<file path="config.mk">
export PLATFORM = sky130hd
export DESIGN_NAME = f_pc_gen_flat
export DESIGN_NICKNAME = d
export VERILOG_FILES = /design/src/rtl/f_pc_gen_if.sv /design/src/rtl/f_pc_gen.sv /design/src/flat_wrapper.sv
export SDC_FILE = /design/constraint.sdc
export NUM_CORES = 1
export LEC_CHECK = 0
export ABC_AREA = 1
export CORE_UTILIZATION = 45
export CTS_CLUSTER_SIZE = 8
export DETAILED_ROUTE_END_ITERATION = 12
export GPL_ROUTABILITY_DRIVEN = 0
export GPL_TIMING_DRIVEN = 0
export MAX_ROUTING_LAYER = met4
export PLACE_DENSITY = 0.76
export SETUP_SLACK_MARGIN = 0.3
export SYNTH_ARGS = -nofsm -noshare
export SYNTH_HDL_FRONTEND = slang
export SYNTH_SLANG_ARGS = --single-unit
</file>
<file path="constraint.sdc">
create_clock -name clk -period 4.3 [get_ports clk]
set_input_delay 1.29 -clock clk [delete_from_list [all_inputs] [get_ports clk]]
set_output_delay 1.29 -clock clk [all_outputs]
set_load 0.02 [all_outputs]
</file>
<file path="src/rtl/f_pc_gen_if.sv">
// Fetch-PC generator bus: D-stage redirect controls in, fetch address and status out.
interface f_pc_gen_if #(
  parameter int unsigned WIDTH = 32
);
  logic             stall;
  logic             imem_ready;
  logic             req;
  logic [2:0]       npc_op;
  logic [WIDTH-1:0] D_PC;
  logic [25:0]      imm26;
  logic [WIDTH-1:0] ra_data;
  logic             cmp_out;
  logic [WIDTH-1:0] epc;
  logic [WIDTH-1:0] F_PC;
  logic             F_adel;
  logic             pend_valid;

  modport master (
    output stall, imem_ready, req, npc_op, D_PC, imm26, ra_data, cmp_out, epc,
    input  F_PC, F_adel, pend_valid
  );

  modport slave (
    input  stall, imem_ready, req, npc_op, D_PC, imm26, ra_data, cmp_out, epc,
    output F_PC, F_adel, pend_valid
  );
endinterface

</file>
<file path="src/rtl/f_pc_gen.sv">
// Fetch PC generator: sequential/redirect next-PC selection with a one-entry
// redirect buffer that holds a target while instruction memory is not ready.
module f_pc_gen #(
  parameter int unsigned      WIDTH    = 32,
  parameter logic [WIDTH-1:0] RESET_PC = 32'h0000_3000,
  parameter logic [WIDTH-1:0] EXC_VEC  = 32'h0000_4180,
  parameter logic [WIDTH-1:0] PC_LO    = 32'h0000_3000,
  parameter logic [WIDTH-1:0] PC_HI    = 32'h0000_6ffc,
  parameter logic [WIDTH-1:0] ERET_OFS = 32'd4
) (
  input logic        clk,
  input logic        reset,
  f_pc_gen_if.slave  bus
);

  logic [WIDTH-1:0] pc_q, pc_d;
  logic [WIDTH-1:0] pend_pc_q, pend_pc_d;
  logic             pend_q, pend_d;
  logic             adel_q;
  logic [WIDTH-1:0] tgt, jal_tgt, br_ofs;
  logic signed [17:0] br_sh;
  logic             live, adv;

  function automatic logic adel_of(input logic [WIDTH-1:0] a);
    return (a[1:0] != 2'b00) || (a < PC_LO) || (a > PC_HI);
  endfunction

  // Narrow builds have no upper PC bits to keep across a jal.
  if (WIDTH > 28) begin : g_jal_wide
    assign jal_tgt = {bus.D_PC[WIDTH-1:28], bus.imm26, 2'b00};
  end else begin : g_jal_narrow
    assign jal_tgt = WIDTH'({bus.imm26, 2'b00});
  end

  assign br_sh  = {bus.imm26[15:0], 2'b00};
  assign br_ofs = WIDTH'(br_sh);
  assign adv    = bus.imem_ready && !bus.stall;

  always_comb begin
    tgt  = '0;
    live = 1'b0;
    case (bus.npc_op)
      3'b001: begin tgt = jal_tgt;                          live = 1'b1;        end
      3'b010: begin tgt = bus.ra_data;                      live = 1'b1;        end
      3'b011: begin tgt = bus.D_PC + WIDTH'(4) + br_ofs;    live = bus.cmp_out; end
      3'b100: begin tgt = bus.epc + ERET_OFS;               live = 1'b1;        end
      default: ;
    endcase
    live = live && !bus.stall;
  end

  // Priority: req > buffered redirect > live D redirect > sequential > hold.
  always_comb begin
    pc_d      = pc_q;
    pend_d    = pend_q;
    pend_pc_d = pend_pc_q;
    if (bus.req) begin
      if (bus.imem_ready) begin
        pc_d   = EXC_VEC;
        pend_d = 1'b0;
      end else begin
        pend_pc_d = EXC_VEC;
        pend_d    = 1'b1;
      end
    end else if (pend_q) begin
      // Any live D redirect is dropped here; the older buffered one wins.
      if (adv) begin
        pc_d   = pend_pc_q;
        pend_d = 1'b0;
      end
    end else if (live) begin
      if (bus.imem_ready) begin
        pc_d = tgt;
      end else begin
        pend_pc_d = tgt;
        pend_d    = 1'b1;
      end
    end else if (adv) begin
      pc_d = pc_q + WIDTH'(4);
    end
  end

  always_ff @(posedge clk) begin
    if (reset) begin
      pc_q      <= RESET_PC;
      pend_q    <= 1'b0;
      pend_pc_q <= '0;
      adel_q    <= adel_of(RESET_PC);
    end else begin
      pc_q      <= pc_d;
      pend_q    <= pend_d;
      pend_pc_q <= pend_pc_d;
      adel_q    <= adel_of(pc_d);
    end
  end

  assign bus.F_PC       = pc_q;
  assign bus.F_adel     = adel_q;
  assign bus.pend_valid = pend_q;

endmodule

</file>
<file path="src/flat_wrapper.sv">
// flat-port wrapper written by rule: the top's interface ports become plain ports
module f_pc_gen_flat 
#(
  parameter int unsigned      WIDTH    = 32,
  parameter logic [WIDTH-1:0] RESET_PC = 32'h0000_3000,
  parameter logic [WIDTH-1:0] EXC_VEC  = 32'h0000_4180,
  parameter logic [WIDTH-1:0] PC_LO    = 32'h0000_3000,
  parameter logic [WIDTH-1:0] PC_HI    = 32'h0000_6ffc,
  parameter logic [WIDTH-1:0] ERET_OFS = 32'd4
)
  (clk, reset, bus_stall, bus_imem_ready, bus_req, bus_npc_op, bus_D_PC, bus_imm26, bus_ra_data, bus_cmp_out, bus_epc, bus_F_PC, bus_F_adel, bus_pend_valid);
  f_pc_gen_if #(.WIDTH(WIDTH)) bus_i ();
  input logic clk;
  input logic reset;
  input wire logic [$bits(bus_i.stall)-1:0] bus_stall;
  input wire logic [$bits(bus_i.imem_ready)-1:0] bus_imem_ready;
  input wire logic [$bits(bus_i.req)-1:0] bus_req;
  input wire logic [$bits(bus_i.npc_op)-1:0] bus_npc_op;
  input wire logic [$bits(bus_i.D_PC)-1:0] bus_D_PC;
  input wire logic [$bits(bus_i.imm26)-1:0] bus_imm26;
  input wire logic [$bits(bus_i.ra_data)-1:0] bus_ra_data;
  input wire logic [$bits(bus_i.cmp_out)-1:0] bus_cmp_out;
  input wire logic [$bits(bus_i.epc)-1:0] bus_epc;
  output wire logic [$bits(bus_i.F_PC)-1:0] bus_F_PC;
  output wire logic [$bits(bus_i.F_adel)-1:0] bus_F_adel;
  output wire logic [$bits(bus_i.pend_valid)-1:0] bus_pend_valid;
  assign bus_i.stall = bus_stall;
  assign bus_i.imem_ready = bus_imem_ready;
  assign bus_i.req = bus_req;
  assign bus_i.npc_op = bus_npc_op;
  assign bus_i.D_PC = bus_D_PC;
  assign bus_i.imm26 = bus_imm26;
  assign bus_i.ra_data = bus_ra_data;
  assign bus_i.cmp_out = bus_cmp_out;
  assign bus_i.epc = bus_epc;
  assign bus_F_PC = bus_i.F_PC;
  assign bus_F_adel = bus_i.F_adel;
  assign bus_pend_valid = bus_i.pend_valid;
  f_pc_gen #(.WIDTH(WIDTH), .RESET_PC(RESET_PC), .EXC_VEC(EXC_VEC), .PC_LO(PC_LO), .PC_HI(PC_HI), .ERET_OFS(ERET_OFS)) u_core (.clk(clk), .reset(reset), .bus(bus_i));
endmodule
</file>
# Word level (Yosys, flattened, before mapping)
# Cells that the tools add are included.
[totals] latch_bits=0 romBits=0 regBits=66 mem_count=0 mem_bits_rw=0 input_bits=131
[classes] n_mux=19 n_mul=0 div=0 n_addsub=4 bitwise=0 n_shift=0 reduce_logical=9 eq_ne=7 magnitude_cmp=2
[ops] operator="2-to-1 mux 32 bit" n=12
[ops] operator="case mux 32 bit (4 select lines)" n=1
[ops] operator="adder 32 x 3 -> 32 bit (second input constant)" n=3
[ops] operator="adder 32 bit" n=1
[ops] operator="> comparator 32 x 15 -> 1 bit (second input constant)" n=1
[ops] operator="< comparator 32 x 14 -> 1 bit (second input constant)" n=1
[ops] operator="equality test 3 x 2 -> 1 bit (second input constant)" n=2
[ops] operator="2-to-1 mux 1 bit" n=5
[ops] operator="!= test 2 bit (second input constant)" n=2
[ops] operator="AND reduction 4 bit" n=1
[ops] operator="nonzero test 2 bit" n=2
[ops] operator="equality test 3 x 1 -> 1 bit (second input constant)" n=1
[ops] operator="equality test 3 bit (second input constant)" n=1
[ops] operator="!= test 3 x 2 -> 1 bit (second input constant)" n=1
[ops] operator="OR reduction 3 bit" n=1
[ops] operator="logical AND 1 bit" n=2
[ops] operator="logical OR 1 bit" n=2
[ops] operator="case mux 1 bit (2 select lines)" n=1
[ops] operator="zero test 1 bit" n=1

# Logic depth before layout (Yosys ltp)
# Gate-level depths: netlist of the first run.
[logic_depth] ltp_word=10 depth_mapped=28

# Worst setup path after synthesis of the first run
# OpenSTA, ideal clock, no wires.
[synth_timing] path_kind="input -> register" start="in bus_imm26[1]" end="reg u_core.adel_q (netlist: u_core.bus.F_adel)" arrival_time_ns=3.587 cell_stages=24 t_required_ns=4.191 path_buffers=0 path_slack_ns=0.603 setup_ns=0.109 cell_sequence="ha_1 ha_1 inv_1 fa_1 inv_1 nand3_1 nand2_1 nand2_1 nand2_1 nand3_1 nand3_1 nand2_1 nand3_1 nand2_1 nand2_1 nand3_1 nand2_1 nand2_1 a21oi_1 nand2_1 nor2_1 nand4_1 nand2_1 inv_1"
[synth_via] elab_chain_cells=9 elab_cells_between_ends=10 cone_classes="add/sub (1); order compare (2); mux (5); reduce/logical (2)"
[synth_lines] element="start: declaration" line="flat_wrapper.sv:20" source="input wire logic [$bits(bus_i.imm26)-1:0] bus_imm26;"
[synth_lines] element="adder 32 bit" line="f_pc_gen.sv:45" source="3'b011: begin tgt = bus.D_PC + WIDTH'(4) + br_ofs; live = bus.cmp_out; end"
[synth_lines] element="case mux 32 bit (4 select lines) *" line="f_pc_gen.sv:42" source="case (bus.npc_op)"
[synth_lines] element="2-to-1 mux 32 bit *" line="f_pc_gen.sv:72" source="if (bus.imem_ready) begin"
[synth_lines] element="2-to-1 mux 32 bit *" line="f_pc_gen.sv:71" source="end else if (live) begin"
[synth_lines] element="2-to-1 mux 32 bit *" line="f_pc_gen.sv:65" source="end else if (pend_q) begin"
[synth_lines] element="2-to-1 mux 32 bit *" line="f_pc_gen.sv:57" source="if (bus.req) begin"
[synth_lines] element="< comparator 32 x 14 -> 1 bit" line="f_pc_gen.sv:25" source="return (a[1:0] != 2'b00) || (a < PC_LO) || (a > PC_HI);"
[synth_lines] element="logical OR 1 bit" line="f_pc_gen.sv:25"
[synth_lines] element="logical OR 1 bit *" line="f_pc_gen.sv:25"
[synth_lines] element="end signal: assignment" line="f_pc_gen.sv:88" source="adel_q <= adel_of(RESET_PC);"
[synth_lines] element="end signal: assignment" line="f_pc_gen.sv:93" source="adel_q <= adel_of(pc_d);"
[synth_lines] element="end: declaration" line="f_pc_gen.sv:19" source="logic adel_q;"
# Every way passes the cells marked *; elsewhere a longest branch is shown, timed or not.
# A chain may end at the register's enable or synchronous reset.

# Worst setup path in the final report of the first run
[layout_timing] start="in bus_D_PC[11]" end="reg u_core.adel_q (netlist: u_core.bus.F_adel)"
[layout_via] elab_chain_cells=10 elab_cells_between_ends=11 cone_classes="add/sub (2); order compare (2); mux (5); reduce/logical (2)"
[layout_lines] element="start: declaration" line="flat_wrapper.sv:19" source="input wire logic [$bits(bus_i.D_PC)-1:0] bus_D_PC;"
[layout_lines] element="adder 32 x 3 -> 32 bit *" line="f_pc_gen.sv:45"
[layout_lines] element="adder 32 bit *" line="f_pc_gen.sv:45"
[layout_lines] element="case mux 32 bit (4 select lines) *" line="f_pc_gen.sv:42"
[layout_lines] element="2-to-1 mux 32 bit *" line="f_pc_gen.sv:72"
[layout_lines] element="2-to-1 mux 32 bit *" line="f_pc_gen.sv:71"
[layout_lines] element="2-to-1 mux 32 bit *" line="f_pc_gen.sv:65"
[layout_lines] element="2-to-1 mux 32 bit *" line="f_pc_gen.sv:57"
[layout_lines] element="< comparator 32 x 14 -> 1 bit" line="f_pc_gen.sv:25"
[layout_lines] element="logical OR 1 bit" line="f_pc_gen.sv:25"
[layout_lines] element="logical OR 1 bit *" line="f_pc_gen.sv:25"
# Marked as above.

==> reports/summary.txt, run 1 <==
Status - finished clean
Crit path max fanout - 5
CP Capture Type - register
HPWL Detailed - 28,100 µm
Die width - 145 µm
Core Region - 19,700 µm²
CP Data Arrival Time - 4.20 ns
Fin Clk Skew - 0.00549 ns
FMAX - 253 MHz
# clock sinks - 66
Cell count after synthesis - 1,728
Via count - 12,201
VDD IR-drop max - 189 µV
Met3 wire length - 4240 µm
Tcrit/Tclk final - 92.1%
Worst endpoint required time - 4.54 ns
CTS tree - built
Post-synthesis net count - 1,919
Htree depth - 3
Met2 WL - 15,200 µm
PwrDens - 214 nW/µm²
Post-route antenna net violation count - 0
Yosys top cell by area - nand2_1
GRT Total Usage - 34.7%
R2r worst-path depth - 19
Per-cell routed wire length - 16.5 µm
Final TNS setup - 0 ns
Compound-gate portion of the synthesized area - 12.4%
Final layout net count - 2,097
First-pass GRT wire length - 54,400 µm
Total routed wirelength - 36,000 µm
Largest net degree at the start of global routing - 16
Final Max Tran Viols - 0
Yosys top cell area share - 27.2%
Final Hold Fails - 0
Vias in the first global route - 10,895
Clk buf depth - 2
Initial antenna violation count - 1
Initial core utilization - 46.6%
CP startpoint kind - input pin
Layout Utilization - 62.8%
Area grow syn2layout - 34.8%
Synth top area cells - nand2_1, dfxtp_1, inv_1, nand3_1, ha_1
RSZ-0062 raised after global routing - true
# setup viols final - 0
Yosys warns - 0
CTS buffer count - 9
Relative slew slack - 39.7%
Hold path start - u_core.pend_pc_q[20]$_SDFFE_PP0P_
CP max stage cell - clkdlybuf4s50_1
Worst skew pair latency - 0.34 ns
Max cap viols - 0
Total grt overflow - 0
Layout cells sized above 1 - 12.5%
Path type of the worst setup path - input pin to register
Synth async-reset ratio - 0%
Initial DRC count - 1,436
LEAKAGE - 5.90 nW
Hold crit path type - register to register
Vias/cell - 5.60
Crit path time final - 3.96 ns
Port Buf Inserts - 159
Die H - 145 µm
CP Buf/Inv Count - 4
Count of different cell masters after synthesis - 48
Post-synthesis mux area share - 0%
Syn Std Cell Area - 9190 µm²
R2R Path Start - u_core.bus.F_PC[2]$_SDFF_PP0_
Syn Area/Cell - 5.32 µm²
Full die area - 21,000 µm²
Worst R2R End - u_core.bus.F_adel$_SDFF_PP0_
Layout fillers - 1,910
Synth Area in Simple Gates - 51.3%
Post-synth EDFFs - 0
Most used cell, CP - nand2_1
Worst-path cell chain - clkdlybuf4s50_1, ha_1, ha_4, nand2_4, inv_1, a21oi_4, buf_4, nor2_1, nor2_1, nand3b_1, nand3_1, nand2_1, nand2_1, nand2_1, nand2_1, nand2_1, nand2_1, nand2_1, nor2_1, nand2_1, nor2_1, nand4_1, nand2_1, inv_1
Post-Synth Adder-Cell Area - 8.25%
DR top layer - met4
Largest family of logic cells by synthesized area - simple AND/OR/NAND/NOR gates
Cell Rows - 51
Remaining DRCs - 0
Register bit total from synthesis - 66
Clock-pin slew on the worst setup and hold paths - 0.06 ns
Root buffer cell - clkbuf_16
Sequential cell area fraction in the yosys report - 14.4%
Hold path cells - 2
Crit path max-delay family - simple AND/OR/NAND/NOR gates
Metal-1 WL - 15,000 µm
XOR/XNOR Fraction of Synth Area - 0.858%
Hold Path Sink - u_core.pend_pc_q[20]$_SDFFE_PP0P_
Ports - 165
Slew @ Worst Pin - 0.905 ns
R2r setup slk - 1.51 ns
Drt pass-1 iters - 6
Ys flop type - dfxtp_1
Worst stage delay on the critical path - 0.41 ns
## worst reg2reg max path: stages, from the launching register on
cell and delay (ns):
dfxtp_1 0.49, ha_1 0.26, nand3_2 0.12, nor2_2 0.18, nand2_1 0.17, nor2_2 0.14
nand3_1 0.12, nor2_1 0.22, nand2_1 0.10, xor2_1 0.15, nand2_1 0.06, nand2_1 0.05
nand2_1 0.05, nand2_1 0.06, nand2_1 0.07, nand2_1 0.08, nor3_2 0.15, nand4_1 0.11
nand2_1 0.07, inv_1 0.04
## cell families (layout without fill, tap and decap cells)
| kind of cell | after synthesis | count (layout) |
|---|---|---|
| simple gates | 1101 | 1101 |
| buf+inv | 292 | 475 |
| compound gates | 200 | 200 |
| flops | 66 | 66 |
| fa+ha+maj | 60 | 60 |
| xor+xnor | 9 | 9 |
| other cells | 0 | 1 |
## worst max-delay path by stage
stage | startpoint | endpoint | cells past startpoint
4_1_cts | bus_D_PC[25] | u_core.bus.F_adel$_SDFF_PP0_ | 22
2_1_floorplan | bus_imm26[1] | u_core.bus.F_adel$_SDFF_PP0_ | 24
3_3_place_gp | bus_imm26[15] | u_core.bus.F_adel$_SDFF_PP0_ | 23
3_5_place_dp | bus_imm26[15] | u_core.bus.F_adel$_SDFF_PP0_ | 23
6_report | bus_D_PC[11] | u_core.bus.F_adel$_SDFF_PP0_ | 24
5_1_grt | bus_D_PC[11] | u_core.bus.F_adel$_SDFF_PP0_ | 24
## through the flow
step,cells,instance area [µm²],total power [mW],worst slack (ns),hold WS (ns)
2_1_floorplan,1728,9190,1.32,0.603,0.442
3_3_place_gp,2152,11100,1.69,-0.698,0.453
3_5_place_dp,2152,11100,1.71,-0.721,0.459
4_1_cts,2174,11700,2.49,0.301,0.468
5_1_grt,2177,12400,2.78,0.134,0.489
6_report,2177,12400,2.64,0.341,0.467
## per-layer routing
metal / vias to the layer above / track usage [%]
met5: - / -
met4: 0 / 12.3
met3: 135 / 5.23
met2: 745 / 52.6
met1: 5453 / 46.7
li1: 5868 / -
## cell usage in the layout (no fill, tap or decap), drive strengths merged, types with 39 or more instances in the layout
cell type / instances
inv: 234
clkdlybuf4s50: 140
nand2: 674
o21ai: 42
dfxtp: 66
a21oi: 117
nand3: 162
buf: 39
ha: 59
nor2: 187
## sequential cells by signal (all words and copies together) (netlist names)
name and count:
u_core.pend_pc_q 32, u_core.bus.F_PC 32, u_core.bus.F_adel 1, u_core.bus.pend_valid 1
## cell usage after synthesis, types with 11 or more instances
| library cell | instances |
|---|---|
| nand2_1 | 666 |
| nor2_2 | 11 |
| nand3b_1 | 15 |
| nor2_1 | 171 |
| nor3_1 | 22 |
| buf_2 | 14 |
| a21oi_1 | 113 |
| nand3_1 | 157 |
| o21ai_0 | 36 |
| inv_1 | 228 |
| a22o_1 | 18 |
| clkbuf_1 | 26 |
| nand4_1 | 27 |
| ha_1 | 59 |
| dfxtp_1 | 66 |
## repair_timing
item	4_1_cts	5_1_grt
hold buffers	0	0
setup endpoints to repair	15	24
pin swaps	17	35
resized for setup	68	134
setup buffers	6	2
gates cloned	0	0
## power by group
part | internal (mW) | total [mW] | switching [mW]
logic | 0.500 | 1.24 | 0.737
clock network | 0.447 | 0.734 | 0.287
registers | 0.639 | 0.674 | 0.0350
total | 1.59 | 2.64 | 1.06
## final cells by class
cell class	count	area (µm²)	share of cell area (%)
multi-input cells	1370	7580	61.2
repair buffers	167	1680	13.6
flip-flops and latches	66	1320	10.7
inverters	236	891	7.19
well taps	265	332	2.68
plain buffers	56	289	2.33
clock buffers	11	233	1.88
clock inverters	5	55.1	0.445
diodes	1	2.50	0.0202
(Power assumes the default switching activity.)
==> run 2, diff against run 1 <==
--- a/config.mk
+++ b/config.mk
@@ -5,14 +5,14 @@
 export SDC_FILE = /design/constraint.sdc
 export NUM_CORES = 1
 export LEC_CHECK = 0
-export ABC_AREA = 1
+export ABC_CLOCK_PERIOD_IN_PS = 3700
 export CORE_UTILIZATION = 45
 export CTS_CLUSTER_SIZE = 8
 export DETAILED_ROUTE_END_ITERATION = 12
 export GPL_ROUTABILITY_DRIVEN = 0
 export GPL_TIMING_DRIVEN = 0
 export MAX_ROUTING_LAYER = met4
-export PLACE_DENSITY = 0.76
+export PLACE_DENSITY = 0.78
 export SETUP_SLACK_MARGIN = 0.3
 export SYNTH_ARGS = -nofsm -noshare
 export SYNTH_HDL_FRONTEND = slang
==> constraint.sdc (replaced) <==
create_clock -name clk -period 3.7 [get_ports clk]
set_input_delay 1.11 -clock clk [delete_from_list [all_inputs] [get_ports clk]]
set_output_delay 1.11 -clock clk [all_outputs]
set_load 0.02 [all_outputs]
==> reports/summary.txt, run 2 <==
Final non-filler cell total - 1,600 (-27%)
Met3 Track Usage GR - 8.94% (+3.7 points)
Area grow syn2layout - 56.8%
Crit path max fanout - 6 (+1)
Ys flop type - dfxtp_1
Tot Pwr - 3.41 mW (+29%)
Ports - 165 (unchanged)
Slew @ Worst Pin - 0.848 ns (-0.0572 ns)
Tcrit/Tclk final - 108%
Full die area - 18,300 µm² (-13%)
Layout cells sized above 1 - 31.0% (+18 points)
Die width - 135 µm (-6.7%)
Syn Std Cell Area - 7980 µm² (-13%)
Clk buf depth - 2 (unchanged)
Yosys top cell by area - dfxtp_1
Worst skew pair latency - 0.35 ns (about the same)
Core Region - 17,300 µm² (-12%)
Commonest non-fill, non-tap cell in the layout - nor2_1
Post-synthesis net count - 1,302 (-32%)
Layout fillers - 1,217 (-36%)
Htree depth - 3 (unchanged)
Status - finished with violations
Worst endpoint required time - 3.88 ns (-0.66 ns)
Placed cells - 1,498 (-30%)
Violated checks - DRC, setup timing
Final Hold Fails - 0 (unchanged)
Root buffer cell - clkbuf_16
Critical Path Source - bus_imm26[5]
Sequential cell area fraction in the yosys report - 16.6% (+2.2 points)
Die H - 135 µm (-6.7%)
CTS buffer count - 9 (unchanged)
Vias/cell - 7.06 (+26%)
Via count - 11,291 (-7.5%)
Relative slew slack - 43.5% (+3.8 points)
Hold path start - u_core.pend_pc_q[30]$_SDFFE_PP0P_
Leading cell types in the layout, fill and taps excluded - nor2_1, clkdlybuf4s50_1, nand2_1
CP Capture Type - register
Crit path time final - 3.98 ns
GRT met1 Usage - 46.3% (-0.37 points)
Area of the multi-input gates - 7770 µm² (+2.5%)
Yosys warns - 0 (unchanged)
Post-route antenna net violation count - 0 (unchanged)
Final TNS setup - -0.340 ns (-0.340 ns)
Path type of the worst setup path - input pin to register
Synth async-reset ratio - 0% (unchanged)
Final Max Tran Viols - 0 (unchanged)
RSZ-0062 raised after global routing - true
Post-synth top cells - nor2_1, a21oi_1, nand2_1
Vias in the first global route - 10,165 (-6.7%)
First-pass GRT wire length - 53,900 µm (-0.85%)
M2 GR Usage - 61.6% (+9.0 points)
Count of different cell masters after synthesis - 99 (+110%)
Fin Clk Skew - 0.00844 ns (+0.00295 ns)
Initial antenna violation count - 0 (-1)
Per-cell routed wire length - 24.2 µm (+47%)
Initial core utilization - 46.1% (-0.49 points)
Cell Rows - 48 (-5.9%)
Synth top area cells - dfxtp_1, ha_1, a21oi_1, nor2_1, nand2_1
Final layout net count - 1,562 (-26%)
Yosys top cell area share - 16.6% (-11 points)
Port Buf Inserts - 162 (+1.9%)
Post-synth EDFFs - 0 (unchanged)
Worst Slack Setup Final - -0.280 ns (-0.621 ns)
# clock sinks - 66 (unchanged)
Total grt overflow - 0 (unchanged)
R2R Path Start - u_core.bus.pend_valid$_SDFF_PP0_
Total routed wirelength - 38,800 µm (+7.9%)
Largest net degree at the start of global routing - 11 (-5)
Storage cell area - 1320 µm² (unchanged)
Final antenna diode count - 0 (-1)
Register bit total from synthesis - 66 (unchanged)
Syn Area/Cell - 7.18 µm² (+35%)
Most numerous cell in the Yosys netlist - nor2_1
Hold crit path type - register to register
HPWL Detailed - 25,500 µm (-9.3%)
LEAKAGE - 4.65 nW (-21%)
VDD IR-drop max - 277 µV (+46%)
Cell count after synthesis - 1,111 (-36%)
CTS tree - built
GRT Max-Usage Layer - met2
Drt pass-1 iters - 13 (+7)
CP Data Arrival Time - 4.16 ns (-0.04 ns)
# setup viols final - 2 (+2)
Clock-pin slew on the worst setup and hold paths - 0.06 ns (about the same)
PwrDens - 273 nW/µm² (+28%)
FMAX - 251 MHz
GRT Total Usage - 39.4% (+4.7 points)
CP startpoint kind - input pin
Max cap viols - 0 (unchanged)
Initial DRC count - 2,130 (+48%)
Remaining DRCs - 1 (+1)
run 2: final timing paths:
path | to | slack (ns) | depth (start not counted)
hold / removal | u_core.pend_pc_q[30]$_SDFFE_PP0P_ | 0.46 | 2
hold reg to reg | u_core.pend_pc_q[30]$_SDFFE_PP0P_ | 0.46 | 2
setup / recovery | u_core.bus.F_adel$_SDFF_PP0_ | -0.28 | 14
setup reg to reg | u_core.bus.F_adel$_SDFF_PP0_ | 0.28 | 14
run 2: layout make-up:
| type | instances | area share (%) |
|---|---|---|
| buffer | 72 | 4.06 |
| clock buffer | 13 | 2.08 |
| clock inverter | 2 | 0.100 |
| inverter | 23 | 0.730 |
| multi-input combinational | 951 | 62.1 |
| sequential | 66 | 10.6 |
| tap | 225 | 2.25 |
| timing repair buffer | 248 | 18.1 |
run 2: power by group:
part	internal [mW]	switching [mW]	leakage [nW]
Combinational	0.821	1.01	3.98
Sequential	0.739	0.0428	0.537
Clock	0.485	0.316	0.132
run 2: cells by family (layout without fill, tap and decap cells):
group / count (synthesis) / in the layout / synth area share [%]
flops: 66 / 66 / 16.6
xor+xnor: 38 / 38 / 4.17
fa+ha+maj: 60 / 60 / 9.51
compound gates: 388 / 388 / 33.3
buf+inv: 95 / 358 / 5.21
simple gates: 443 / 444 / 28.6
mux: 21 / 21 / 2.71
run 2: routing by layer:
| layer | vias up | share of wire (%) | wire length [µm] |
|---|---|---|---|
| li1 | 4741 | - | - |
| met1 | 5117 | 35 | 13600 |
| met2 | 1084 | 44 | 17100 |
| met3 | 349 | 13 | 5140 |
| met4 | 0 | 7.6 | 2940 |
| met5 | - | 0 | 0 |
run 2: timing repair:
action                                  in CTS  in global routing
cloned                                       2                  1
buffers inserted                            57                 27
gates resized for setup                    372                104
endpoints found under the setup margin      58                 26
hold buffers                                 0                  0
pin swaps                                  126                 70
run 2: per-stage QoR:
step | hold slack [ns] | setup WS [ns] | instance area [µm²] | util (%)
after global placement | 0.442 | -1.44 | 10200 | 58.8
after global routing | 0.480 | -0.366 | 12500 | 72.3
after floorplan | 0.432 | 0.00375 | 8260 | -
after CTS | 0.457 | -0.0567 | 11900 | 68.6
after detailed placement | 0.450 | -1.53 | 10200 | 58.8
final | 0.461 | -0.280 | 12500 | 72.3
run 2: worst max-delay path: stages:
cell	delay (ns)
clkdlybuf4s15_2	0.21
ha_4	0.28
ha_4	0.22
a21oi_2	0.20
and2_4	0.22
a21boi_2	0.09
o21a_1	0.20
o32ai_2	0.57
o32ai_4	0.19
o211a_1	0.17
a41oi_2	0.22
o211ai_1	0.15
nor3_2	0.20
a41oi_2	0.15
